`src/rtl/cpu_bridge_pkg.sv`:
```
`default_nettype none
// ============================================================================
// Module      : cpu_bridge_pkg
// Description : Shared types and helpers for the CPU pin-bus to req/ack bridge.
// Revision    : 1.0 - initial release
// ============================================================================
package cpu_bridge_pkg;

    typedef enum logic [1:0] {
        ST_IDLE = 2'd0,
        ST_REQ  = 2'd1,
        ST_HOLD = 2'd2
    } bridge_state_t;

    localparam logic MEM_AREA = 1'b1;
    localparam logic IO_AREA  = 1'b0;

    // A bus cycle that should reach a responder: memory or I/O strobe with a
    // read or write strobe, excluding refresh and interrupt acknowledge.
    function automatic logic is_valid_access(
        input logic mreq_n,
        input logic iorq_n,
        input logic rd_n,
        input logic wr_n,
        input logic m1_n,
        input logic rfsh_n
    );
        logic refresh;
        logic intack;
        refresh = !mreq_n && !rfsh_n;
        intack  = !m1_n && !iorq_n;
        return (!mreq_n || !iorq_n) && (!rd_n || !wr_n) && !refresh && !intack;
    endfunction

endpackage
`default_nettype wire

```
`src/rtl/cpu_bus_sampler.sv`:
```
`default_nettype none
// ============================================================================
// Module      : cpu_bus_sampler
// Description : Registers the CPU strobes, address and write data on the
//               system clock. Strobes reset to their inactive (high) level.
//               o_loaded flags that the registers hold real pin samples.
// Revision    : 1.0 - initial release
// ============================================================================
module cpu_bus_sampler
    import cpu_bridge_pkg::*;
#(
    parameter int ADR_W = 16
) (
    input  logic             clk,
    input  logic             rst_n,
    input  logic             i_mreq_n,
    input  logic             i_iorq_n,
    input  logic             i_rd_n,
    input  logic             i_wr_n,
    input  logic             i_m1_n,
    input  logic             i_rfsh_n,
    input  logic [ADR_W-1:0] i_a,
    input  logic [7:0]       i_dw,
    output logic             o_mreq_n,
    output logic             o_iorq_n,
    output logic             o_rd_n,
    output logic             o_wr_n,
    output logic             o_m1_n,
    output logic             o_rfsh_n,
    output logic [ADR_W-1:0] o_a,
    output logic [7:0]       o_dw,
    output logic             o_loaded
);

    logic [5:0]       r_strb;
    logic [ADR_W-1:0] r_a;
    logic [7:0]       r_dw;
    logic             r_loaded;

    // Sample every pin on every clock; strobes idle high out of reset.
    always_ff @(posedge clk or negedge rst_n) begin
        if (!rst_n) begin
            r_strb   <= 6'b11_1111;
            r_a      <= '0;
            r_dw     <= 8'h00;
            r_loaded <= 1'b0;
        end else begin
            r_strb   <= {i_mreq_n, i_iorq_n, i_rd_n, i_wr_n, i_m1_n, i_rfsh_n};
            r_a      <= i_a;
            r_dw     <= i_dw;
            r_loaded <= 1'b1;
        end
    end

    assign {o_mreq_n, o_iorq_n, o_rd_n, o_wr_n, o_m1_n, o_rfsh_n} = r_strb;
    assign o_a      = r_a;
    assign o_dw     = r_dw;
    assign o_loaded = r_loaded;

endmodule
`default_nettype wire

```
`src/rtl/cpu_bus_bridge.sv`:
```
`default_nettype none
// ============================================================================
// Module      : cpu_bus_bridge
// Description : Converts Z80/R800 MREQ/IORQ/RD/WR bus cycles into a single
//               req/ack request per CPU cycle and returns read data.
//               Optional macro CPU_BRIDGE_WAIT_EN: hold WAIT low while the
//               request is outstanding.
// Revision    : 1.0 - initial release
// ============================================================================
module cpu_bus_bridge
    import cpu_bridge_pkg::*;
#(
    parameter int ADR_W = 16
) (
    input  logic             clk21m,
    input  logic             n_reset,
    input  logic             n_mreq,
    input  logic             n_iorq,
    input  logic             n_rd,
    input  logic             n_wr,
    input  logic             n_m1,
    input  logic             n_rfsh,
    input  logic [ADR_W-1:0] cpu_a,
    input  logic [7:0]       cpu_dw,
    output logic [7:0]       cpu_dr,
    output logic             cpu_doe,
    output logic             n_wait,
    output logic             req,
    input  logic             ack,
    output logic             mem,
    output logic             wrt,
    output logic [ADR_W-1:0] adr,
    output logic [7:0]       dbo,
    input  logic [7:0]       dbi
);

    logic             w_mreq_n, w_iorq_n, w_rd_n, w_wr_n, w_m1_n, w_rfsh_n;
    logic [ADR_W-1:0] w_a;
    logic [7:0]       w_dw;
    logic             w_loaded;

    cpu_bus_sampler #(.ADR_W(ADR_W)) u_sampler (
        .clk      (clk21m),
        .rst_n    (n_reset),
        .i_mreq_n (n_mreq),
        .i_iorq_n (n_iorq),
        .i_rd_n   (n_rd),
        .i_wr_n   (n_wr),
        .i_m1_n   (n_m1),
        .i_rfsh_n (n_rfsh),
        .i_a      (cpu_a),
        .i_dw     (cpu_dw),
        .o_mreq_n (w_mreq_n),
        .o_iorq_n (w_iorq_n),
        .o_rd_n   (w_rd_n),
        .o_wr_n   (w_wr_n),
        .o_m1_n   (w_m1_n),
        .o_rfsh_n (w_rfsh_n),
        .o_a      (w_a),
        .o_dw     (w_dw),
        .o_loaded (w_loaded)
    );

    bridge_state_t    r_state, w_nxt;
    logic             w_valid, w_bus_idle, w_req, w_wait_n;
    logic             r_post_rst;
    logic             r_dvalid;
    logic             r_mem, r_wrt;
    logic [ADR_W-1:0] r_adr;
    logic [7:0]       r_dbo, r_dr;

    assign w_valid    = is_valid_access(w_mreq_n, w_iorq_n, w_rd_n, w_wr_n, w_m1_n, w_rfsh_n);
    assign w_bus_idle = w_mreq_n && w_iorq_n;

    // State register.
    always_ff @(posedge clk21m or negedge n_reset) begin
        if (!n_reset) r_state <= ST_IDLE;
        else          r_state <= w_nxt;
    end

    // Next state, request and WAIT generation.
    always_comb begin
        w_nxt    = r_state;
        w_req    = 1'b0;
        w_wait_n = 1'b1;
        case (r_state)
            ST_IDLE: begin
                // Right after reset a CPU cycle may already be in progress;
                // park in ST_HOLD until its strobes release.
                if (r_post_rst) begin
                    if (w_loaded && !w_bus_idle) w_nxt = ST_HOLD;
                end else if (w_valid) begin
                    w_nxt = ST_REQ;
                end
            end
            ST_REQ: begin
                w_req = 1'b1;
`ifdef CPU_BRIDGE_WAIT_EN
                w_wait_n = 1'b0;
`endif
                if (ack)             w_nxt = ST_HOLD;
                else if (w_bus_idle) w_nxt = ST_IDLE;
            end
            ST_HOLD: begin
                if (w_bus_idle) w_nxt = ST_IDLE;
            end
            default: w_nxt = ST_IDLE;
        endcase
    end

    // Request attributes, read data and post-reset guard.
    always_ff @(posedge clk21m or negedge n_reset) begin
        if (!n_reset) begin
            r_post_rst <= 1'b1;
            r_dvalid   <= 1'b0;
            r_mem      <= MEM_AREA;
            r_wrt      <= 1'b0;
            r_adr      <= '0;
            r_dbo      <= 8'h00;
            r_dr       <= 8'h00;
        end else begin
            if (r_post_rst && w_loaded) r_post_rst <= 1'b0;
            if (r_state == ST_IDLE && w_nxt == ST_REQ) begin
                r_adr <= w_a;
                r_mem <= w_iorq_n ? MEM_AREA : IO_AREA;
                r_wrt <= !w_wr_n;
                r_dbo <= w_dw;
            end
            if (r_state == ST_REQ && ack && !r_wrt) begin
                r_dr     <= dbi;
                r_dvalid <= 1'b1;
            end
            if (r_state == ST_HOLD && w_bus_idle) r_dvalid <= 1'b0;
        end
    end

    assign req     = w_req;
    assign n_wait  = w_wait_n;
    assign mem     = r_mem;
    assign wrt     = r_wrt;
    assign adr     = r_adr;
    assign dbo     = r_dbo;
    assign cpu_dr  = r_dr;
    // Raw pins so the data drive drops the moment RD or the cycle ends.
    assign cpu_doe = !n_rd && (!n_mreq || !n_iorq) && r_dvalid && !(!n_m1 && !n_iorq);

endmodule
`default_nettype wire

```
`config.mk`:
```
export PLATFORM = sky130hd
export DESIGN_NAME = cpu_bus_bridge
export DESIGN_NICKNAME = d
export VERILOG_FILES = /design/src/rtl/cpu_bridge_pkg.sv /design/src/rtl/cpu_bus_sampler.sv /design/src/rtl/cpu_bus_bridge.sv
export SDC_FILE = /design/constraint.sdc
export NUM_CORES = 1
export LEC_CHECK = 0
export ABC_CLOCK_PERIOD_IN_PS = 4900
export CORE_MARGIN = 4
export CORE_UTILIZATION = 48
export DETAILED_ROUTE_END_ITERATION = 10
export GPL_ROUTABILITY_DRIVEN = 0
export GPL_TIMING_DRIVEN = 0
export PLACE_DENSITY_LB_ADDON = 0.3
export SLEW_MARGIN = 20
export SYNTH_ARGS = -nofsm -noshare
export SYNTH_HDL_FRONTEND = slang
export SYNTH_SLANG_ARGS = --single-unit
```
`constraint.sdc`:
```
create_clock -name clk21m -period 4.9 [get_ports clk21m]
set_clock_uncertainty 0.15 [all_clocks]
set_input_delay 0.49 -clock clk21m [delete_from_list [all_inputs] [get_ports clk21m]]
set_output_delay 0.49 -clock clk21m [all_outputs]
set_load 0.03 [all_outputs]
```
==> flow_metrics.tcl, run 1 <==
set metrics [dict create \
    clockRootBuffer "sky130_fd_sc_hd__clkbuf_8" \
    antenna_cells 0 \
    core_region_area_um2 4750 \
    crit_path_max_incr_delay_ns 0.70 \
    run_status "finished, final reports clean" \
    whs_endpoint "r_post_rst" \
    ctsLongestPathBuffers 2 \
    setup_violators_final 0 \
    post-cts-setup-buffers 0 \
    grt_pass1_wl_um 7210 \
    cp_data_arrival_time_ns 1.97 \
    clock-sinks 69 \
    total_cts_buffers 9 \
    path_buf_inv 2 \
    tritoncts "done" \
    area.growth.synth_to_final_pct 43.8 \
    timing_worst_setup_path_type "input port to output port" \
    netlist_area_um2 2380 \
    residual_drc 0 \
    cts_hold_buffers 1 \
    worstSkewPairLatency_ns 0.33 \
    number_of_flops_mapped_to_enable_cells_by_yosys 0 \
    crit_path_end_kind "output port" \
    synth_area_per_cell_um2 18.3 \
    yosys_most_used_dff "sky130_fd_sc_hd__dfrtp_1" \
    reg2reg_to "adr[12]" \
    synthDistinctLibCells 24 \
    ys_async_sr_fraction_pct 100 \
    cts.repair.resized 0 \
    groute.usage.overall_pct 16.0 \
    initial_utilization_pct 50.1 \
    maxcap_viol_count 0 \
    min_delay_path_depth 1 \
    synth_sequential_area_ratio_pct 73.0 \
    routed_wire_length_per_instance_um 15.3 \
    cell_at_the_slowest_stage_of_the_critical_path "sky130_fd_sc_hd__clkdlybuf4s50_1" \
    place.detailed.hpwl_um 3180 \
    maxSlewViolCount 0 \
    syn-instance-count 130 \
    ioPinCount 78 \
    ys_ff_latch 69 \
    critPathMostFrequentCell "sky130_fd_sc_hd__clkdlybuf4s50_1" \
    die_y_um 78.4 \
    fmaxAchievable_mhz 384 \
    antenna_violations_before_repair 0 \
    htreeDepth 3 \
    worst-path-stages 4 \
    timing.setup.tns_ns 0 \
    fillCellCount 320 \
    global_route.overflow_total 0 \
    dr.first_iter.drc_count 60 \
    final-hold-violation-count 0 \
    reg2reg_depth 4 \
    drt_first_pass_iters 4 \
    grt_setup_unrepaired "false" \
    cellLeakagePower_nw 1.53 \
    finalWirelength_um 4460 \
    yosys_warnings 0 \
    min-delay-path-class "flip-flop to flip-flop" \
    finish.instance_area_um2 3420 \
    rr_startpoint "u_sampler.r_strb[4]" \
    grt_pass1_vias 1446 \
    nNetsFinal 261 \
    timing.critical_path.from_type "input port" \
    worstPathCellList "clkdlybuf4s50_1 -> mux2i_1 -> nor3b_1 -> clkdlybuf4s50_1" \
    maximum_fanout_count_along_the_critical_path 2 \
    vdd_drop_max_v 0.000392 \
    overall_die_width_um 78.4 \
    cell_family_with_most_cp_delay "buffers and inverters" \
    grt_start_max_net_pins 66 \
    r2r_slack_ns 3.16 \
    detailed_place.area_um2 3250 \
    buffer_ports.inserted 76 \
    routed-via-count 1342 \
    post_route_cells_drive_above_1_share_pct 28.0 \
    placement_rows 25 \
    pwr_dens_nw_per_um2 630 \
    timing.hold.worst.start "u_sampler.o_loaded" \
    dieArea_um2 6150 \
    worstPathRequired_ns 4.26 \
    period_minus_slack_ns 2.61 \
    route.antenna.remaining_nets 0 \
    final_min_period_over_clock_period_pct 53.2 \
    clkTransAtPathRegs_ns 0.07 \
    route.detailed.vias_per_inst 4.60 \
]
[synth_stat cells, types with 2 or more instances]
cell,instances,share of area [%]
sky130_fd_sc_hd__dfrtp_1,61,64
sky130_fd_sc_hd__mux2_4,19,12
sky130_fd_sc_hd__mux2_2,14,6.6
sky130_fd_sc_hd__dfstp_2,8,8.8
sky130_fd_sc_hd__inv_1,3,0.47
sky130_fd_sc_hd__a21oi_1,2,0.42
sky130_fd_sc_hd__buf_6,2,0.95
sky130_fd_sc_hd__mux2i_1,2,0.84
sky130_fd_sc_hd__nand2_1,2,0.32
sky130_fd_sc_hd__nand3b_1,2,0.63
sky130_fd_sc_hd__nor2_1,2,0.32
[worst max-delay path by stage]
| stage | from | end | slack [ns] |
|---|---|---|---|
| after floorplan | n_iorq | cpu_doe | 2.94 |
| after global placement | n_reset | u_sampler.o_a[1] | 1.23 |
| after detailed placement | n_iorq | cpu_doe | 2.29 |
| after CTS | n_iorq | cpu_doe | 2.27 |
| after global routing | n_iorq | cpu_doe | 2.19 |
| final | n_iorq | cpu_doe | 2.29 |
[kinds of logic (layout without fill, tap and decap cells)]
family,count (synthesis),count (layout),share of synthesized area [%]
simple gates,11,11,3.52
flops,69,69,73.0
other cells,1,2,0.158
buf+inv,7,101,1.95
mux,35,35,19.5
compound gates,7,7,1.95
[layer usage]
| metal | wire length (um) | vias to the layer above | global-route usage (%) |
|---|---|---|---|
| li1 | - | 619 | - |
| met1 | 1820 | 668 | 18.9 |
| met2 | 2280 | 44 | 25.7 |
| met3 | 261 | 11 | 6.54 |
| met4 | 96 | 0 | 6.99 |
| met5 | 0 | - | 0 |
[registers in the layout, indices dropped and copies added (netlist names), 2 cells and up]
register and count:
r_state 2, cpu_dr 8, u_sampler.r_strb 6, adr 16, u_sampler.o_a 16, dbo 8, u_sampler.o_dw 8
[power by group]
part	leakage, nW	internal (mW)	switching (mW)
logic	0.642	0.473	0.471
registers	0.803	0.742	0.0966
clock network	0.0829	0.180	0.195
total	1.53	1.39	0.762
[area by class of cell]
cell class                      instances  area, um2  share of cell area [%]
Buffer                                  4       35.0                    1.02
Tap cell                               67       83.8                    2.45
Sequential cell                        69       1740                    50.7
Timing Repair Buffer                   78        796                    23.3
Inverter                                3       11.3                   0.329
Multi-Input combinational cell         55        601                    17.6
Clock buffer                           11        131                    3.84
Clock inverter                          5       27.5                   0.804
[through the flow]
step | instances | util [%] | setup WS [ns] | power, mW | hold WS (ns)
after floorplan | 131 | - | 2.94 | 1.39 | 0.0444
after global placement | 274 | 67.9 | 1.23 | 1.77 | 0.234
after detailed placement | 275 | 68.4 | 2.29 | 1.80 | 0.156
after CTS | 292 | 72.0 | 2.27 | 2.19 | 0.249
after global routing | 292 | 72.0 | 2.19 | 2.26 | 0.259
final | 292 | 72.0 | 2.29 | 2.16 | 0.253
[layout by cell type, fill, tap and decap left out, types with 2 or more instances in the layout]
cell type / netlist / final
sky130_fd_sc_hd__clkinv_2: 0 / 4
sky130_fd_sc_hd__clkdlybuf4s50_1: 0 / 75
sky130_fd_sc_hd__mux2_4: 19 / 19
sky130_fd_sc_hd__conb_1: 1 / 2
sky130_fd_sc_hd__a21oi_1: 2 / 2
sky130_fd_sc_hd__buf_6: 2 / 2
sky130_fd_sc_hd__buf_4: 1 / 2
sky130_fd_sc_hd__mux2i_1: 2 / 2
sky130_fd_sc_hd__inv_1: 3 / 3
sky130_fd_sc_hd__clkbuf_1: 0 / 2
sky130_fd_sc_hd__dfrtp_1: 61 / 61
sky130_fd_sc_hd__dfstp_2: 8 / 8
sky130_fd_sc_hd__nand3b_1: 2 / 2
sky130_fd_sc_hd__clkbuf_8: 0 / 9
sky130_fd_sc_hd__mux2_2: 14 / 14
sky130_fd_sc_hd__nand2_1: 2 / 2
sky130_fd_sc_hd__nor2_1: 2 / 2
Note: power is estimated with default switching activity, not from simulation.
==> inputs of run 2 (changes only) <==
ABC_CLOCK_PERIOD_IN_PS = 2300   (was 4900)
CORE_UTILIZATION = 41   (was 48)
clock period = 2.3 ns   (was 4.9 ns; I/O delays follow)
==> flow_metrics.tcl, run 2 (same netlist as run 1, synthesis figures left out) <==
set metrics [dict create \
    timing_worst_setup_path_type "input port to output port" \
    pwr_dens_nw_per_um2 1370 \
    area.growth.synth_to_final_pct 45.1 \
    ctsLongestPathBuffers 2 \
    overall_die_width_um 84.2 \
    grt_start_max_net_pins 38 \
    layout_common_cells "sky130_fd_sc_hd__clkdlybuf4s50_1, sky130_fd_sc_hd__dfrtp_1, sky130_fd_sc_hd__mux2_4" \
    grt_pass1_wl_um 7240 \
    total_cts_buffers 9 \
    placement_rows 27 \
    place.detailed.hpwl_um 3140 \
    maxcap_viol_count 0 \
    final-hold-violation-count 0 \
    worstPathRequired_ns 1.92 \
    clock-sinks 69 \
    global_route.overflow_total 0 \
    crit_path_end_kind "output port" \
    route.detailed.vias_per_inst 4.55 \
    timing.setup.tns_ns 0 \
    dieArea_um2 7090 \
    worstSkewPairLatency_ns 0.33 \
    period_minus_slack_ns 2.06 \
    run_status "finished, final reports clean" \
    routed_wire_length_per_instance_um 14.9 \
    clockRootBuffer "sky130_fd_sc_hd__clkbuf_8" \
    cellLeakagePower_nw 1.54 \
    finish.instance_area_um2 3450 \
    netSwitchingPower_mw 1.62 \
    setup_violators_final 0 \
    final_common_cell "sky130_fd_sc_hd__clkdlybuf4s50_1" \
    dp_slack_ns 0.247 \
    antenna_cells 0 \
    dr.first_iter.drc_count 32 \
    htreeDepth 3 \
    internal-power_mw 3.11 \
    cts.repair.resized 0 \
    share_comb_of_total_power_pct 42.5 \
    clkTransAtPathRegs_ns 0.06 \
    antenna_violations_before_repair 0 \
    fmaxAchievable_mhz 485 \
    finalWirelength_um 4440 \
    maxSlewViolCount 0 \
    residual_drc 0 \
    tritoncts "done" \
    detailed_place.area_um2 3250 \
    share_seq_of_total_power_pct 37.6 \
    buffer_ports.inserted 76 \
    initial_utilization_pct 42.7 \
    routed-via-count 1350 \
    ioPinCount 78 \
    groute.usage.overall_pct 13.1 \
    timing.critical_path.from_type "input port" \
    grt_pass1_vias 1502 \
    die_y_um 84.2 \
    nNetsFinal 261 \
    post_route_cells_drive_above_1_share_pct 28.4 \
    maximum_fanout_count_along_the_critical_path 2 \
    final_min_period_over_clock_period_pct 89.7 \
    swShare_pct 34.3 \
    r2r_slack_ns 0.55 \
    min-delay-path-class "input port to flip-flop" \
    cp_data_arrival_time_ns 1.68 \
    drt_first_pass_iters 4 \
    route.antenna.remaining_nets 0 \
    setup_ws_ns 0.237 \
    vdd_drop_max_v 0.000706 \
    power.clock.fraction_pct 19.9 \
    core_region_area_um2 5570 \
    grt_setup_unrepaired "false" \
]
run 2: timing repair:
| item | in CTS | in global routing |
|---|---|---|
| hold buffers | 1 | 0 |
| buffers inserted | 0 | 0 |
| endpoints found under the hold margin | 25 | 0 |
run 2: worst max-delay path, cell delays in order:
cell                              delay, ns
sky130_fd_sc_hd__clkdlybuf4s50_1       0.50
sky130_fd_sc_hd__mux2i_1               0.08
sky130_fd_sc_hd__nor3b_1               0.17
sky130_fd_sc_hd__clkdlybuf4s50_1       0.70
run 2: power groups by stage:
stage	Clock [mW]	Combinational, mW	Sequential (mW)
after global placement	0	2.00	1.78
after floorplan	0	0.578	2.39
after global routing	1.03	2.11	1.82
after CTS	0.976	2.04	1.78
final	0.942	2.01	1.78
after detailed placement	0	2.03	1.80
run 2: cell type report:
class | count | area, um2
Buffer | 4 | 35.0
Inverter | 3 | 11.3
Timing Repair Buffer | 78 | 788
Tap cell | 72 | 90.1
Clock buffer | 11 | 141
Multi-Input combinational cell | 55 | 601
Clock inverter | 5 | 50.0
Fill cell | 425 | 2120
Sequential cell | 69 | 1740
run 2: worst paths after layout:
path,startpoint,end,depth (start not counted)
worst max-delay path,n_iorq,cpu_doe,4
worst min-delay path,n_wr,u_sampler.r_strb[2],1
worst max register to register,u_sampler.r_strb[4],adr[14],4
worst min register to register,u_sampler.o_loaded,r_post_rst,1
max in group asynchronous,n_reset,r_post_rst,3
min in group asynchronous,n_reset,dbo[7],2
run 2: layer usage:
metal / vias to the layer above / global-route usage [%] / wire length (um)
li1: 626 / - / -
met1: 663 / 16.1 / 1940
met5: - / 0 / 0
met3: 8 / 5.10 / 350
met2: 53 / 20.7 / 2080
met4: 0 / 5.70 / 66
run 2: per-stage QoR:
step / util, % / power [mW] / hold slack, ns / instances
detailed placement: 58.3 / 3.83 / 0.0473 / 280
global placement: 58.0 / 3.78 / 0.231 / 279
CTS: 62.0 / 4.80 / 0.134 / 297
finish: 62.0 / 4.73 / 0.154 / 297
global route: 62.0 / 4.96 / 0.137 / 297
floorplan: - / 2.97 / -0.216 / 131
==> RTL change (settings of run 2) <==
Take the reset off `r_dw` and load it in a clocked block of its own.
--- a/src/rtl/cpu_bus_sampler.sv
+++ b/src/rtl/cpu_bus_sampler.sv
@@ -42,14 +42,16 @@
         if (!rst_n) begin
             r_strb   <= 6'b11_1111;
             r_a      <= '0;
-            r_dw     <= 8'h00;
             r_loaded <= 1'b0;
         end else begin
             r_strb   <= {i_mreq_n, i_iorq_n, i_rd_n, i_wr_n, i_m1_n, i_rfsh_n};
             r_a      <= i_a;
-            r_dw     <= i_dw;
             r_loaded <= 1'b1;
         end
+    end
+
+    always_ff @(posedge clk) begin
+        r_dw <= i_dw;
     end
 
     assign {o_mreq_n, o_iorq_n, o_rd_n, o_wr_n, o_m1_n, o_rfsh_n} = r_strb;
Check against the original RTL: no difference found for any inputs over 10 cycles, from zero or initial values and one cycle with n_reset low; that may be too few to reach the edited logic, so the function may still have changed.
==> RTL change against run 2 <==
  * Wire length is 4.2% lower
  * Synthesized area decreased by 1.7%
  * Sequential cell count unchanged
  * Worst setup slack better by 15 ps
  * Utilization hardly changed
  * Design area decreased by 1.2%
  * Total power shrank 1.1%
  * First-iteration DRC count rose by 44%
  * Highest routed layer unchanged
==> RTL change: results (changes against run 2) <==
- DR WL met3: 286 um (was 350 um)
- Number of library cell types mapped by synthesis: 25 (was 24)
- Mux contribution to synthesized area: 19.79% (was 19.45%)
- Async S/R FF share, synth: 88.41% (was 100.0%)
- Hold path start: n_rfsh (was n_wr)
- Post-synth top cells: dfrtp_1 (53), mux2_4 (19), mux2_2 (14) (was dfrtp_1 (61), mux2_4 (19), mux2_2 (14))
- Fraction of layout cells with a size suffix above 1: 28.00% (was 28.44%)
- Leakage power: 1.516 nW (was 1.545 nW)
- WL met1: 1929 um (was 1940 um)
- Fin area: 3413 um^2 (was 3453 um^2)
- Placed cell area: 3212 um^2 (was 3252 um^2)
- Status: finished clean (unchanged)
- Global Route Usage Sum: 13.38% (was 13.14%)
- Met1 usage: 16.73% (was 16.10%)
- Compound-Gate Fraction of Synth Area: 1.979% (was 1.945%)
- Via count: 1324 (was 1350)
- Initial DRT Pass Iterations: 3 (was 4)
- Post-synthesis sequential area ratio: 72.51% (was 72.98%)
- DR WL/cell: 14.32 um (was 14.94 um)
- Sw frac: 33.93% (was 34.30%)
- First-pass GRT wire length: 7141 um (was 7238 um)
- DP HPWL: 3035 um (was 3137 um)
- Top post-synthesis cells by area: dfrtp_1 (57%), mux2_4 (12%), dfstp_2 (9.0%) (was dfrtp_1 (64%), mux2_4 (12%), dfstp_2 (8.8%))
- VDD IR max: 0.6138 mV (was 0.7063 mV)
- Vias in the first global route: 1444 (was 1502)
- WL met2: 1978 um (was 2080 um)
- Reg2reg start: u_sampler.r_strb[4] (unchanged)
- Layout fillers: 448 (was 425)
- Iter 0 DRT Violations: 46 (was 32)
- Met3 global-route usage: 6.022% (was 5.103%)
RTL change: cell count changes after synthesis, sizes merged:
| cell | run 2 | this run |
|---|---|---|
| dfxtp | 0 | 8 |
| dfrtp | 61 | 53 |
RTL change: final cells by class:
| class | count | area share, % |
|---|---|---|
| Inverter | 3 | 0.3299 |
| Buffer | 4 | 1.026 |
| Timing Repair Buffer | 78 | 23.09 |
| Multi-Input combinational cell | 55 | 17.60 |
| Clock buffer | 15 | 5.462 |
| Sequential cell | 69 | 49.71 |
| Clock inverter | 1 | 0.1466 |
| Tap cell | 72 | 2.639 |
RTL change: path summary, 6_finish.rpt:
kind | end | slack [ps] | cells past startpoint
max | cpu_doe | 250 | 4
min | u_sampler.r_strb[0] | 160 | 1
min reg2reg | r_post_rst | 240 | 1
min in group asynchronous | u_sampler.o_a[4] | 190 | 2
max reg2reg | adr[8] | 560 | 4
max in group asynchronous | u_sampler.r_strb[2] | 1240 | 3
